**src/rtl/axi2mem_trans_unit_nlane.sv**
```systemverilog
// Read/write transfer buffer between one wide AXI beat and NB_LANES 32-bit TCDM lanes.
// Read lanes gather into full beats with {id,last} metadata; write beats scatter per lane by strobe.
module axi2mem_trans_unit_nlane #(
   parameter int NB_LANES       = 2,
   parameter int LD_BUFFER_SIZE = 2,
   parameter int ST_BUFFER_SIZE = 2,
   parameter int ID_WIDTH       = 6,
   localparam int MAX_DEPTH     = (LD_BUFFER_SIZE > ST_BUFFER_SIZE) ? LD_BUFFER_SIZE : ST_BUFFER_SIZE,
   localparam int CNT_W         = $clog2(MAX_DEPTH + 1)
) (
   input  logic                      clk_i,
   input  logic                      rst_i,
   input  logic [NB_LANES*32-1:0]    rd_data_push_dat_i,
   input  logic [NB_LANES-1:0]       rd_data_push_req_i,
   output logic [NB_LANES-1:0]       rd_data_push_gnt_o,
   input  logic [ID_WIDTH-1:0]       rd_data_push_id_i,
   input  logic                      rd_data_push_last_i,
   output logic [NB_LANES*32-1:0]    rd_data_pop_dat_o,
   input  logic                      rd_data_pop_req_i,
   output logic                      rd_data_pop_gnt_o,
   output logic [ID_WIDTH-1:0]       rd_data_pop_id_o,
   output logic                      rd_data_pop_last_o,
   input  logic [NB_LANES*32-1:0]    wr_data_push_dat_i,
   input  logic [NB_LANES*4-1:0]     wr_data_push_strb_i,
   input  logic                      wr_data_push_req_i,
   output logic                      wr_data_push_gnt_o,
   output logic [NB_LANES*32-1:0]    wr_data_pop_dat_o,
   output logic [NB_LANES*4-1:0]     wr_data_pop_strb_o,
   input  logic [NB_LANES-1:0]       wr_data_pop_req_i,
   output logic [NB_LANES-1:0]       wr_data_pop_gnt_o,
   output logic [CNT_W-1:0]          rd_usage_o,
   output logic [NB_LANES*CNT_W-1:0] wr_usage_o
);

   localparam int LD_PW = (LD_BUFFER_SIZE > 1) ? $clog2(LD_BUFFER_SIZE) : 1;
   localparam int ST_PW = (ST_BUFFER_SIZE > 1) ? $clog2(ST_BUFFER_SIZE) : 1;
   localparam logic [CNT_W-1:0] LD_FULL = CNT_W'(LD_BUFFER_SIZE);
   localparam logic [CNT_W-1:0] ST_FULL = CNT_W'(ST_BUFFER_SIZE);
   localparam logic [LD_PW-1:0] LD_LAST = LD_PW'(LD_BUFFER_SIZE - 1);
   localparam logic [ST_PW-1:0] ST_LAST = ST_PW'(ST_BUFFER_SIZE - 1);

   logic [NB_LANES-1:0] rd_lane_nempty;
   logic [NB_LANES-1:0] rd_lane_push;
   logic [NB_LANES-1:0] wr_lane_nfull;
   logic                rd_pop;
   logic                wr_push;

   logic [ID_WIDTH:0]   meta_mem [LD_BUFFER_SIZE];
   logic [LD_PW-1:0]    meta_wptr;
   logic [LD_PW-1:0]    meta_rptr;
   logic [CNT_W-1:0]    meta_cnt;

   assign rd_data_pop_gnt_o  = (&rd_lane_nempty) && (meta_cnt != '0);
   assign rd_pop             = rd_data_pop_req_i & rd_data_pop_gnt_o;
   assign wr_data_push_gnt_o = &wr_lane_nfull;
   assign wr_push            = wr_data_push_req_i & wr_data_push_gnt_o;
   assign rd_usage_o         = meta_cnt;
   assign {rd_data_pop_id_o, rd_data_pop_last_o} = meta_mem[meta_rptr];

   // Meta entries follow lane 0 so the beat header stays aligned with lane 0 data.
   always_ff @(posedge clk_i) begin
      if (rst_i) begin
         meta_wptr <= '0;
         meta_rptr <= '0;
         meta_cnt  <= '0;
         for (int unsigned i = 0; i < LD_BUFFER_SIZE; i++) meta_mem[LD_PW'(i)] <= '0;
      end else begin
         if (rd_lane_push[0]) begin
            meta_mem[meta_wptr] <= {rd_data_push_id_i, rd_data_push_last_i};
            meta_wptr <= (meta_wptr == LD_LAST) ? '0 : meta_wptr + 1'b1;
         end
         if (rd_pop) meta_rptr <= (meta_rptr == LD_LAST) ? '0 : meta_rptr + 1'b1;
         if (rd_lane_push[0] && !rd_pop)      meta_cnt <= meta_cnt + 1'b1;
         else if (!rd_lane_push[0] && rd_pop) meta_cnt <= meta_cnt - 1'b1;
      end
   end

   for (genvar k = 0; k < NB_LANES; k++) begin : g_rd_lane
      logic [31:0]      mem [LD_BUFFER_SIZE];
      logic [LD_PW-1:0] wptr;
      logic [LD_PW-1:0] rptr;
      logic [CNT_W-1:0] cnt;

      assign rd_data_push_gnt_o[k]         = (cnt != LD_FULL);
      assign rd_lane_push[k]               = rd_data_push_req_i[k] & rd_data_push_gnt_o[k];
      assign rd_lane_nempty[k]             = (cnt != '0);
      assign rd_data_pop_dat_o[32*k +: 32] = mem[rptr];

      always_ff @(posedge clk_i) begin
         if (rst_i) begin
            wptr <= '0;
            rptr <= '0;
            cnt  <= '0;
            for (int unsigned i = 0; i < LD_BUFFER_SIZE; i++) mem[LD_PW'(i)] <= '0;
         end else begin
            if (rd_lane_push[k]) begin
               mem[wptr] <= rd_data_push_dat_i[32*k +: 32];
               wptr <= (wptr == LD_LAST) ? '0 : wptr + 1'b1;
            end
            if (rd_pop) rptr <= (rptr == LD_LAST) ? '0 : rptr + 1'b1;
            if (rd_lane_push[k] && !rd_pop)      cnt <= cnt + 1'b1;
            else if (!rd_lane_push[k] && rd_pop) cnt <= cnt - 1'b1;
         end
      end
   end

   for (genvar k = 0; k < NB_LANES; k++) begin : g_wr_lane
      logic [35:0]      mem [ST_BUFFER_SIZE];
      logic [ST_PW-1:0] wptr;
      logic [ST_PW-1:0] rptr;
      logic [CNT_W-1:0] cnt;
      logic             push;
      logic             pop;

      // Lanes with an all-zero strobe have nothing to write and are skipped.
      assign push                     = wr_push & (|wr_data_push_strb_i[4*k +: 4]);
      assign pop                      = wr_data_pop_req_i[k] & wr_data_pop_gnt_o[k];
      assign wr_data_pop_gnt_o[k]     = (cnt != '0);
      assign wr_lane_nfull[k]         = (cnt != ST_FULL);
      assign wr_usage_o[CNT_W*k +: CNT_W] = cnt;
      assign {wr_data_pop_strb_o[4*k +: 4], wr_data_pop_dat_o[32*k +: 32]} = mem[rptr];

      always_ff @(posedge clk_i) begin
         if (rst_i) begin
            wptr <= '0;
            rptr <= '0;
            cnt  <= '0;
            for (int unsigned i = 0; i < ST_BUFFER_SIZE; i++) mem[ST_PW'(i)] <= '0;
         end else begin
            if (push) begin
               mem[wptr] <= {wr_data_push_strb_i[4*k +: 4], wr_data_push_dat_i[32*k +: 32]};
               wptr <= (wptr == ST_LAST) ? '0 : wptr + 1'b1;
            end
            if (pop) rptr <= (rptr == ST_LAST) ? '0 : rptr + 1'b1;
            if (push && !pop)      cnt <= cnt + 1'b1;
            else if (!push && pop) cnt <= cnt - 1'b1;
         end
      end
   end

endmodule

```
**config.mk**
```make
export PLATFORM = sky130hd
export DESIGN_NAME = axi2mem_trans_unit_nlane
export DESIGN_NICKNAME = d
export VERILOG_FILES = /design/src/rtl/axi2mem_trans_unit_nlane.sv
export SDC_FILE = /design/constraint.sdc
export NUM_CORES = 1
export LEC_CHECK = 0
export BUFFER_PORTS_ARGS = -buffer_cell sky130_fd_sc_hd__buf_2
export CELL_PAD_IN_SITES_DETAIL_PLACEMENT = 1
export CELL_PAD_IN_SITES_GLOBAL_PLACEMENT = 1
export CORE_ASPECT_RATIO = 0.75
export CORE_MARGIN = 3
export CORE_UTILIZATION = 44
export DETAILED_ROUTE_END_ITERATION = 10
export PLACE_DENSITY = 0.91
export SYNTH_ARGS = -nofsm -noshare
export SYNTH_HDL_FRONTEND = slang
export SYNTH_SLANG_ARGS = --single-unit
export TNS_END_PERCENT = 100
```
**constraint.sdc**
```tcl
create_clock -name clk_i -period 3.7 [get_ports clk_i]
set_clock_uncertainty 0.05 [all_clocks]
set_input_delay 0.555 -clock clk_i [delete_from_list [all_inputs] [get_ports clk_i]]
set_output_delay 0.555 -clock clk_i [all_outputs]
set_load 0.02 [all_outputs]
```
# Yosys cells after proc, flatten, opt, wreduce, memory -nomap -nowiden
# Memories as Yosys holds them, arrays and structs flattened. A register that Yosys moved wholly into a read port is not among the register bits.
# Index checks and enable logic that the tools add are counted.
word_totals:
  in_bits: 151
  memories: 5
  register_bits: 20
  mem_bits_rw: 286
op_classes:
  addsub: 20
  n_reduce_logical: 34
  bitwise_logic: 8
  n_eq_ne: 4
  mux: 59
mem_list:
  columns: ["memory", "words", "word_bits", "read_ports", "rd_clocked_by_memory_dff", "wr", "line", "source"]
  rows:
  - ["g_wr_lane[0].mem", 2, 36, 1, 1, 2, "108", "logic [35:0] mem [ST_BUFFER_SIZE];"]
  - ["g_wr_lane[1].mem", 2, 36, 1, 1, 2, "108", null]
  - ["g_rd_lane[0].mem", 2, 32, 1, 1, 2, "79", "logic [31:0] mem [LD_BUFFER_SIZE];"]
  - ["g_rd_lane[1].mem", 2, 32, 1, 1, 2, "79", null]
  - ["meta_mem", 2, 7, 1, 1, 2, "48", "logic [ID_WIDTH:0] meta_mem [LD_BUFFER_SIZE];"]
op_table:
  columns: ["cell", "n"]
  rows:
  - ["$mux W36", 2]
  - ["$reduce_or A36 Y1", 2]
  - ["$mux W32", 2]
  - ["$reduce_or A32 Y1", 2]
  - ["$mux W1", 44]
  - ["$mux W2", 10]
  - ["$reduce_bool A2 Y1", 9]
  - ["$add A1 B1 Y1 const B", 10]
  - ["$add A2 B1 Y2 const B", 5]
  - ["$sub A2 B1 Y2 const B", 5]
  - ["$logic_and A1 B1 Y1", 9]
  - ["$and A1 B1 Y1", 8]
  - ["$ne A2 B2 Y1 const B", 4]
  - ["$reduce_or A4 Y1", 2]
  - ["$logic_not A1 Y1", 7]
  - ["$mux W7", 1]
  - ["$reduce_or A7 Y1", 1]
  - ["$reduce_and A2 Y1", 2]

# Depth between registers and ports, before layout
depth:
  depth_word: 9
  ltp_mapped: 9
  depth_no_buf: 8

# Least setup slack after synthesis
# OpenSTA, ideal clock, no wires.
synth_timing:
  kind: "reg2reg"
  start: "register g_wr_lane[1].cnt[0]"
  end: "memory g_wr_lane[0].mem[0][0] (enable)"
  path_buffers: 2
  setup_ns: 0.437
  path_stages_with_launch: 6
  setup_slack_ns: 0.315
  required_ns: 3.213
  synth_period_minus_slack_ns: 3.385
  t_arrival_ns: 2.898
  cell_sequence: "dfxtp_1 nand2b_1 nand4_1 buf_6 buf_6 o21bai_1"
synth_rtl:
  columns: ["element", "line", "source"]
  rows:
  - ["from (decl)", "111", "logic [CNT_W-1:0] cnt;"]
  - ["from (signal assigned)", "135", "if (push && !pop) cnt <= cnt + 1'b1;"]
  - ["from (signal assigned)", "136", "else if (!push && pop) cnt <= cnt - 1'b1;"]
  - ["to (decl)", "108", null]

# Worst setup path after layout
layout_timing:
  start: "register g_rd_lane[0].cnt[1]"
  end: "output rd_data_push_gnt_o[0]"
layout_between:
  elab_chain_cells: 1
layout_rtl:
  columns: ["element", "line", "source"]
  rows:
  - ["from (decl)", "82", "logic [CNT_W-1:0] cnt;"]
  - ["from (signal assigned)", "101", "if (rd_lane_push[k] && !rd_pop) cnt <= cnt + 1'b1;"]
  - ["from (signal assigned)", "102", "else if (!rd_lane_push[k] && rd_pop) cnt <= cnt - 1'b1;"]
  - ["$ne A2 B2 Y1", "84", "assign rd_data_push_gnt_o[k] = (cnt != LD_FULL);"]
  - ["to (decl)", "15", "output logic [NB_LANES-1:0] rd_data_push_gnt_o,"]
# Every way passes these cells.

==> impl_metrics.csv <==
group,metric,value,unit
timing,fmax,0.396,GHz
placed_design,dp.cells,1647,
setup_path,slowest_stage,"nor2b_1",
synthesis,synthMuxAreaShare,0.124,
global_route,antenna_found_initial,6,
synthesis,yosys.area_share.simple,0.145,
timing,final.period_utilization,0.682,
run_status,status,"completed",
power_and_ir_drop,power.density,662,nW/um2
layout,drive_above_1_share,0.410,
synthesis,synth-edff-count,286,
synthesis,synth_compound_area_frac,0.00916,
synthesis,yosys.area_share.xor_xnor,0.00769,
global_route,grt_pass1_vias,9575,
setup_path,critPathCaptureType,"output pin",
cts,htree_levels,2,
route,wl,35600,um
timing,worstMarginPinSlew,1.11,ns
synthesis,ys_ff_latch,311,
setup_path,path_class,"reg -> out",
setup_path,slowest_delay,0.61,ns
job,drv_cap,0,
power_and_ir_drop,power_leakage,7.03,nW
route,via_per_inst,5.16,
timing,slew_viol_final,0,
synthesis,syn_nets,1145,
synthesis,syn_area,13700,um2
timing,hold_viol,0,
global_route,grt_usage,0.208,
floorplanning,dieArea,33200,um2
timing,slew_headroom,0.257,
floorplanning,row_count,55,
route,firstDrtPassIters,4,
power_and_ir_drop,power,11.0,mW
synthesis,synth-main-ff-cell,"edfxtp_1",
cts,clock_path_buffers,3,
cts,cts_tree,"done",
route,drc,0,
setup_path,worstPathMaxFanout,7,
global_route,grt_first_pass_wirelength,54200,um
route,antenna_left,0,
floorplanning,initial_utilization,0.450,
synthesis,synthCells,990,
route,via_count,8819,
setup_path,path_delay_family,"simple AND/OR/NAND/NOR gates",
cts,post-cts-setup-buffers,0,
cts,cts-root-buf,"clkbuf_16",
cts,cts-buffers-inserted,34,
setup_path,crit_path_start_kind,"flop",
route,wl_per_cell,20.8,um
cts,cts-resized-gates,0,
setup_path,crit_arrival,1.92,ns
setup_path,worst_ep_required_time,3.09,ns
floorplanning,io_pins,306,
cts,cts-hold-fix-buffers,0,
timing,rsz0062_at_grt,"no",
layout,design_area,16700,um2
synthesis,synth_top_family_by_area,"simple AND/OR/NAND/NOR gates",
setup_path,path_buf_inv,2,
synthesis,synth_area_per_cell,13.8,um2
power_and_ir_drop,peakVddDrop,0.547,mV
cts,clock_latency,0.51,ns
global_route,grt_overflow,0,
timing,final-setup-viol-count,0,
layout,final_cell_count_no_fill,1710,
cts,path_clk_slew,0.07,ns
synthesis,synth_cell_type_count,35,
placed_design,hpwl,24000,um
timing,finalSetupTns,0,ns
setup_path,path_cells,"nor2b_1, inv_1, buf_2",
layout,num-nets-final,1439,
synthesis,yosysSeqAreaShare,0.665,
floorplanning,die_h,159,um
floorplanning,coreArea,30300,um2
cts,cts.sinks,311,
synthesis,synth_fa_ha_area_frac,0.00366,
synthesis,yosys_warnings,0,
route,first_iter_violations,545,
placed_design,place_area,15600,um2
layout,area_growth_syn_to_layout,22.0,%
placed_design,place_congestion,0.735,
floorplanning,die_w,209,um
placed_design,numPortBuffers,305,
synthesis,synthArstFlopShare,0,
timing,period_needed,2.52,ns
global_route,grt_max_degree,66,
min_path,hp-class,"in -> reg",
sequential cells by signal, indices dropped and copies added, names as in the netlist, named ones only:
name	flops
rd_usage_o	2
meta_mem	14
g_rd_lane.rptr	2
g_wr_lane.rptr	2
g_rd_lane.cnt	4
g_wr_lane.cnt	4
meta_wptr	1
g_wr_lane.mem	144
g_rd_lane.mem	128
meta_rptr	1
g_rd_lane.wptr	2
g_wr_lane.wptr	2
kinds of logic (layout without fill, tap and decap cells):
| family | count (synthesis) | after routing |
|---|---|---|
| other | 0 | 1 |
| DFF | 311 | 311 |
| adders and majority gates | 4 | 4 |
| buffers and inverters | 146 | 466 |
| muxes | 151 | 151 |
| and+or+nand+nor | 344 | 344 |
| AOI/OAI and AO/OA | 22 | 22 |
| xor gates and xnor gates | 12 | 12 |
final timing paths:
| kind | start | endpoint | slack (ns) | cells past startpoint |
|---|---|---|---|---|
| worst max-delay path | g_rd_lane[0].cnt[1] | rd_data_push_gnt_o[0] | 1.18 | 3 |
| worst max register to register | g_rd_lane[0].cnt[1] | rd_usage_o[1] | 1.31 | 7 |
| worst min-delay path | rd_data_push_dat_i[4] | g_rd_lane[0].mem[0][4] | 0.28 | 2 |
| worst min register to register | g_rd_lane[1].cnt[1] | g_rd_lane[1].cnt[1] | 0.47 | 2 |
where the power goes:
group | internal, mW | switching [mW] | total, mW | leakage (nW)
registers | 4.49 | 0.218 | 4.71 | 3.23
clock network | 1.95 | 1.36 | 3.31 | 0.529
logic | 1.08 | 1.93 | 3.01 | 3.27
per-stage QoR:
stage                     hold slack [ns]  setup slack, ns  utilization
final                               0.284             1.18        0.549
after global routing                0.258             1.04        0.549
after global placement              0.428             1.23        0.513
after floorplan                     0.417            0.315            -
after detailed placement            0.462             1.07        0.513
after CTS                           0.246             1.15        0.549
cell type report:
cell class	count	area (um2)
diodes	1	2.50
clock buffers	47	993
clock inverters	15	100
fillers	3107	13700
inverters	82	308
multi-input cells	533	4020
flip-flops and latches	311	9090
well taps	399	499
repair buffers	322	1650
layout by cell type, fill, tap and decap left out, types with 4 or more instances in the layout:
| cell | count |
|---|---|
| or3_1 | 5 |
| dfxtp_1 | 25 |
| o21ai_0 | 9 |
| nor2b_1 | 4 |
| nor3_1 | 145 |
| and2_1 | 144 |
| ha_1 | 4 |
| a21oi_1 | 8 |
| xor2_1 | 12 |
| edfxtp_1 | 286 |
| or2_2 | 7 |
| nor2_1 | 15 |
| clkbuf_1 | 7 |
| mux2_2 | 149 |
| buf_2 | 305 |
| clkinv_2 | 5 |
| inv_1 | 82 |
| nand2b_1 | 8 |
| o21bai_4 | 4 |
| buf_4 | 17 |
| clkinv_1 | 6 |
| clkbuf_16 | 37 |
cell usage after synthesis, types with 2 or more instances:
cell      count  share of area
a21oi_1       8         0.0029
and2_1      144          0.066
buf_1         2        0.00055
buf_2        23         0.0084
buf_6         5         0.0041
clkbuf_1     33         0.0091
dfxtp_1      25          0.037
edfxtp_1    286           0.63
ha_1          4         0.0037
inv_1        82          0.023
mux2_2      149           0.12
mux2i_1       2         0.0015
nand2b_1      8         0.0037
nand3_1       2        0.00073
nor2_1       15         0.0041
nor2b_1       4         0.0018
nor3_1      145          0.053
nor4_1        2        0.00092
nor4_2        2         0.0018
o21ai_0       9         0.0033
o21bai_1      4         0.0022
or2_2         7         0.0032
or3_1         5         0.0023
or4_1         2         0.0011
xor2_1       12         0.0077
per-layer routing:
layer / part of all wire / vias up / wire (um) / GRT usage
li1: - / 4117 / - / -
met1: 0.40 / 4373 / 14400 / 0.258
met2: 0.51 / 271 / 18200 / 0.372
met3: 0.072 / 46 / 2570 / 0.0587
met4: 0.011 / 12 / 400 / 0.0389
met5: 0.0017 / - / 60 / 0
Note: power is estimated with default switching activity, not from simulation.
